--- src/rtl/uart_pkg.sv ---
// Shared UART definitions: FSM state codes, oversampling constants and frame defaults
// used by both the 16x TX and 16x RX blocks.
package uart_pkg;

  localparam logic [1:0] IDLE  = 2'd0;
  localparam logic [1:0] START = 2'd1;
  localparam logic [1:0] DATA  = 2'd2;
  localparam logic [1:0] STOP  = 2'd3;

  localparam int OS_RATE     = 16;
  localparam int MID_TICK    = 7;
  localparam int DEF_DBIT    = 8;
  localparam int DEF_SB_TICK = 16;

endpackage

--- src/rtl/sync_2ff.sv ---
// Multi-stage flip-flop synchroniser for a single asynchronous input.
// The reset value is a parameter so idle-high lines come out of reset inactive.
module sync_2ff #(
  parameter int   STAGES  = 2,
  parameter logic RST_VAL = 1'b1
) (
  input  logic clk,
  input  logic rst_n,
  input  logic d,
  output logic q
);

  logic [STAGES-1:0] sync_q;

  always_ff @(posedge clk or negedge rst_n) begin
    if (!rst_n) begin
      sync_q <= {STAGES{RST_VAL}};
    end else begin
      sync_q <= {sync_q[STAGES-2:0], d};
    end
  end

  assign q = sync_q[STAGES-1];

endmodule

--- src/rtl/uart_rx_os16.sv ---
// 16x oversampling UART receiver (N data bits, LSB first, idle-high line) with a
// one-byte holding register, framing-error and overrun pulses.
//
// Handshake: rx_valid is a level meaning rx_data holds an unread byte; rx_rd
// clears it on the next clk. A read in the same clk as a good-frame completion
// is applied first, so the new byte loads and rx_valid stays high, no overrun.
module uart_rx_os16
  import uart_pkg::*;
#(
  parameter int DBIT        = DEF_DBIT,
  parameter int SB_TICK     = DEF_SB_TICK,
  parameter int SYNC_STAGES = 2
) (
  input  logic            clk,
  input  logic            rst_n,
  input  logic            s_tick,
  input  logic            rx,
  input  logic            rx_rd,
  output logic [DBIT-1:0] rx_data,
  output logic            rx_valid,
  output logic            rx_busy,
  output logic            frame_err,
  output logic            overrun,
  output logic [1:0]      state_dbg
);

  localparam int TW = (SB_TICK > OS_RATE) ? $clog2(SB_TICK) : $clog2(OS_RATE);
  localparam int BW = $clog2(DBIT);
  localparam logic [TW-1:0] MID_T    = TW'(MID_TICK);
  localparam logic [TW-1:0] LAST_T   = TW'(OS_RATE - 1);
  localparam logic [TW-1:0] STOP_T   = TW'(SB_TICK - 1);
  localparam logic [BW-1:0] LAST_BIT = BW'(DBIT - 1);

  logic            rx_s;
  logic            rx_prev;
  logic [1:0]      state;
  logic [1:0]      state_next;
  logic [TW-1:0]   tick_cnt;
  logic [BW-1:0]   bit_cnt;
  logic [DBIT-1:0] shift_reg;
  logic            fall;
  logic            start_hit;
  logic            bit_hit;
  logic            stop_hit;
  logic            good_done;
  logic            bad_done;
  logic            load;
  logic            ovr_hit;

  sync_2ff #(
    .STAGES  (SYNC_STAGES),
    .RST_VAL (1'b1)
  ) u_sync (
    .clk   (clk),
    .rst_n (rst_n),
    .d     (rx),
    .q     (rx_s)
  );

  always_ff @(posedge clk or negedge rst_n) begin
    if (!rst_n) begin
      rx_prev <= 1'b1;
    end else begin
      rx_prev <= rx_s;
    end
  end

  // A held-low line never re-triggers: only a genuine high-to-low transition starts a frame.
  assign fall      = rx_prev & ~rx_s;
  assign start_hit = s_tick && (tick_cnt == MID_T);
  assign bit_hit   = s_tick && (tick_cnt == LAST_T);
  assign stop_hit  = s_tick && (tick_cnt == STOP_T);

  always_ff @(posedge clk or negedge rst_n) begin
    if (!rst_n) begin
      state <= IDLE;
    end else begin
      state <= state_next;
    end
  end

  always_comb begin
    state_next = state;
    case (state)
      IDLE:    if (fall) state_next = START;
      START:   if (start_hit) state_next = rx_s ? IDLE : DATA;
      DATA:    if (bit_hit && (bit_cnt == LAST_BIT)) state_next = STOP;
      STOP:    if (stop_hit) state_next = IDLE;
      default: state_next = IDLE;
    endcase
  end

  always_comb begin
    rx_busy   = (state != IDLE);
    good_done = (state == STOP) && stop_hit && rx_s;
    bad_done  = (state == STOP) && stop_hit && !rx_s;
    load      = good_done && (!rx_valid || rx_rd);
    ovr_hit   = good_done && rx_valid && !rx_rd;
  end

  always_ff @(posedge clk or negedge rst_n) begin
    if (!rst_n) begin
      tick_cnt  <= '0;
      bit_cnt   <= '0;
      shift_reg <= '0;
    end else begin
      case (state)
        IDLE: begin
          if (fall) tick_cnt <= '0;
        end
        START: begin
          if (s_tick) tick_cnt <= start_hit ? '0 : tick_cnt + 1'b1;
          if (start_hit) bit_cnt <= '0;
        end
        DATA: begin
          if (bit_hit) begin
            tick_cnt  <= '0;
            shift_reg <= {rx_s, shift_reg[DBIT-1:1]};
            if (bit_cnt != LAST_BIT) bit_cnt <= bit_cnt + 1'b1;
          end else if (s_tick) begin
            tick_cnt <= tick_cnt + 1'b1;
          end
        end
        STOP: begin
          if (s_tick) tick_cnt <= stop_hit ? '0 : tick_cnt + 1'b1;
        end
        default: tick_cnt <= '0;
      endcase
    end
  end

  always_ff @(posedge clk or negedge rst_n) begin
    if (!rst_n) begin
      rx_data   <= '0;
      rx_valid  <= 1'b0;
      frame_err <= 1'b0;
      overrun   <= 1'b0;
    end else begin
      frame_err <= bad_done;
      overrun   <= ovr_hit;
      if (load) begin
        rx_data  <= shift_reg;
        rx_valid <= 1'b1;
      end else if (rx_rd) begin
        rx_valid <= 1'b0;
      end
    end
  end

  assign state_dbg = state;

endmodule

--- config.mk ---
export PLATFORM = sky130hd
export DESIGN_NAME = uart_rx_os16
export DESIGN_NICKNAME = d
export VERILOG_FILES = /design/src/rtl/uart_pkg.sv /design/src/rtl/sync_2ff.sv /design/src/rtl/uart_rx_os16.sv
export SDC_FILE = /design/constraint.sdc
export NUM_CORES = 1
export LEC_CHECK = 0
export ABC_AREA = 1
export CORE_AREA = 5 5 61 63
export DETAILED_ROUTE_END_ITERATION = 10
export DIE_AREA = 0 0 66 68
export PLACE_DENSITY = 0.71
export SYNTH_ARGS = -nofsm -noshare
export SYNTH_HDL_FRONTEND = slang
export SYNTH_SLANG_ARGS = --single-unit
--- constraint.sdc ---
create_clock -name clk -period 1.2 [get_ports clk]
set_input_delay 0.24 -clock clk [delete_from_list [all_inputs] [get_ports clk]]
set_output_delay 0.24 -clock clk [all_outputs]
set_load 0.005 [all_outputs]
==> summary.txt <==
Outcome
  • Outcome: finished, violations left
  • Failing checks: negative setup slack

Die
  • Die area: 0.00449 sq mm
  • Chip height: between 60 and 70 microns
  • Rows: 21
  • Die width: ~66 microns
  • Num ports: 19
  • Starting Density: 44.3%
  • Core ar.: 0.00318 sq mm

Drt
  • Avg WL per Cell: 13.9 microns
  • Drt pass-1 iters: 4
  • 1st-iter DRT viols: between 50 and 60
  • Final routed DRC violation total: 0
  • Vias post-DR: between 1000 and 1500
  • Final WL: 3530 microns
  • Antenna Violating Nets Remaining: 0
  • Vias per cell: ~4.8

Worst setup path
  • CP Cell Sequence: buf_6, inv_4, buf_4, nand3b_1, nand2_1, inv_2, nand4_1, nand2_1, nand2_1
  • Most used cell, CP: nand2_1
  • Worst setup EP type: flip-flop
  • Startpoint Class: flip-flop
  • Setup crit start: state_dbg[0]
  • Slowest CP cell: dfrtp_2
  • CP Buf/Inv Count: 4
  • Kind of cell adding the most delay to the critical path: flip-flops
  • Worst EP required: between 1 and 1.5 ns
  • Critical Path AT: 1.61 ns
  • Crit path kind: flip-flop to flip-flop
  • Critical path depth: 9
  • Max incr delay on CP: about 0.45 ns
  • R2R depth: 9
  • Critical Path Fanout Max: 5
  • Reg2reg start: state_dbg[0]

Run
  • MaxCap Viol Count: 0

Clock tree
  • Skew-Pair Late Insertion Delay: between 0.3 and 0.4 ns
  • Clock buffer depth: 2
  • Post-CTS Hold Fix Bufs: 0
  • CTS clk-pin slew, worst paths: around 0.11 ns
  • CTS tree: done
  • TritonCTS buffer count: 5
  • Root Buffer: clkbuf_4
  • Clock sink count: 31
  • H-tree levels: 2

Synth
  • Synth Cell Area: about 0.0014 sq mm
  • Mux share of post-synthesis cell area: 0.711%
  • Syn_area_per_cell: 9.64 sq um
  • Largest family of logic cells by synthesized area: simple AND/OR/NAND/NOR gates
  • Adder-Cell Fraction of Synth Area: between 2 and 3%
  • Cell variety after synth: 25
  • FF+latch count, synth: 31
  • Syn nets: ~150
  • Compound-Gate Fraction of Synth Area: between 10% and 20%
  • Synth Area in Simple Gates: 21.9%
  • Sequential area share after synthesis: 55.4%
  • Ys Warns: 0
  • XOR/XNOR Fraction of Synth Area: less than 1%
  • Gate Count Post-Synth: about 150

Worst hold path
  • Hold Path Class: input port to asynchronous set/reset pin

Global route
  • Vias in the first global route: roughly 1300
  • Largest net degree at the start of global routing: 32
  • Initial antenna violation count: 0
  • First-pass GRT wire length: between 5000 and 6000 microns
  • Grt ovf: 0
  • Aggregate global-route resource usage: 18.0%

Power
  • Leak Pwr: about 1.1 nW
  • Maximum VDD drop: about 0.73 mV
  • Pwr dens: approximately 1300 mW/mm^2

STA
  • Worst Slack Setup Final: -0.184 ns
  • Setup-failing EPs final: 28
  • RSZ-0062 raised after global routing: yes
  • Post-layout min period: 1.38 ns
  • Slew Limit Headroom: approximately 85%
  • Maximum operating frequency: approximately 720 MHz
  • Skew final: ~0.017 ns
  • Worst Tran Pin Value: 0.228 ns
  • Max Slew Vio Count: 0
  • Final Cycle Share: 115%
  • Endpoints failing hold: 0
  • Min Hold Slack: roughly 0.26 ns

Cells and area
  • Area growth syn-to-layout: 51.9%
  • Utilization after layout: between 60% and 70%
  • Fraction of layout cells with a size suffix above 1: a little under three fifths
  • # diodes: 0
  • Final #Nets: 215

Place
  • Post-DP HPWL: about 2000 microns
  • Port bufs: 18
  • Setup slack at placement: -0.397 ns
  • Gpl congestion: 0.833
layer usage:
layer,global-route usage (%),share of wire (%),vias to the layer above
li1,-,-,592
met1,20.3,40,603
met2,31.2,54,28
met3,5.91,4.2,8
met4,8.12,2.1,0
met5,0,0,-
stage by stage:
stage / cells / TNS [ns] / total power [mW] / instance area [sq um]
floorplan: 146 / -1.08 / 1.41 / 1410
global placement: 229 / -7.85 / 1.78 / 1800
detailed placement: 229 / -8.93 / 1.81 / 1800
CTS: 247 / -2.57 / 2.65 / 2040
global route: 254 / -5.33 / 2.98 / 2140
finish: 254 / -3.10 / 2.82 / 2140
cells by family after synthesis:
logic type | Yosys count
and+or+nand+nor | 64
DFF | 31
buffers and inverters | 24
AOI/OAI and AO/OA | 22
adders and majority gates | 3
xor gates and xnor gates | 1
muxes | 1
cell usage after synthesis (all sizes together):
cell type	number	area (sq um)
nand2	46	178
dfrtp	28	701
inv	21	78.8
o21ai	19	133
nand3	6	30.0
nor2	6	46.3
buf	3	33.8
dfstp	3	78.8
ha	3	37.5
nand4	3	33.8
a21oi	2	10.0
nand3b	2	15.0
a22o	1	8.76
mux2i	1	10.0
nor3	1	5.00
xnor2	1	8.76
layout by cell type (no fill, tap or decap), drive strengths merged:
cell type,n
mux2i,1
inv,21
clkbuf,16
buf,40
xnor2,1
dfstp,3
nor3,1
a21oi,2
nand4,3
dfrtp,28
nor2,9
ha,3
clkdlybuf4s50,4
nand3,6
clkdlybuf4s15,2
nand2,46
nand3b,2
a22o,1
o21ai,19
layout make-up:
class	instances	area [sq um]
sequential	31	782
clock buffer	8	68.8
tap	46	57.6
timing repair buffer	54	460
fill	252	1040
multi-input combinational	94	686
inverter	21	83.8
timing repair:
action | 4_1_cts | 5_1_grt
cloned | 3 | 0
gates resized for setup | 76 | 34
endpoints found under the setup margin | 40 | 38
setup buffers | 11 | 8
pin swaps | 17 | 6
where the power goes:
part | internal, mW | total [mW] | switching (mW)
clock network | 0.345 | 0.709 | 0.364
registers | 1.10 | 1.18 | 0.0754
logic | 0.508 | 0.936 | 0.428
total | 1.96 | 2.82 | 0.868
path summary, 6_finish.rpt:
check	endpoint	slack (ns)
worst min-delay path	tick_cnt[3]	0.26
worst max-delay path	flip-flop	-0.18
worst min register to register	u_sync.sync_q[1]	0.35
worst max register to register	flip-flop	-0.18
min in group clk	u_sync.sync_q[0]	0.32
max in group asynchronous	u_sync.sync_q[0]	0.69
Note: power is estimated with default switching activity, not from simulation.
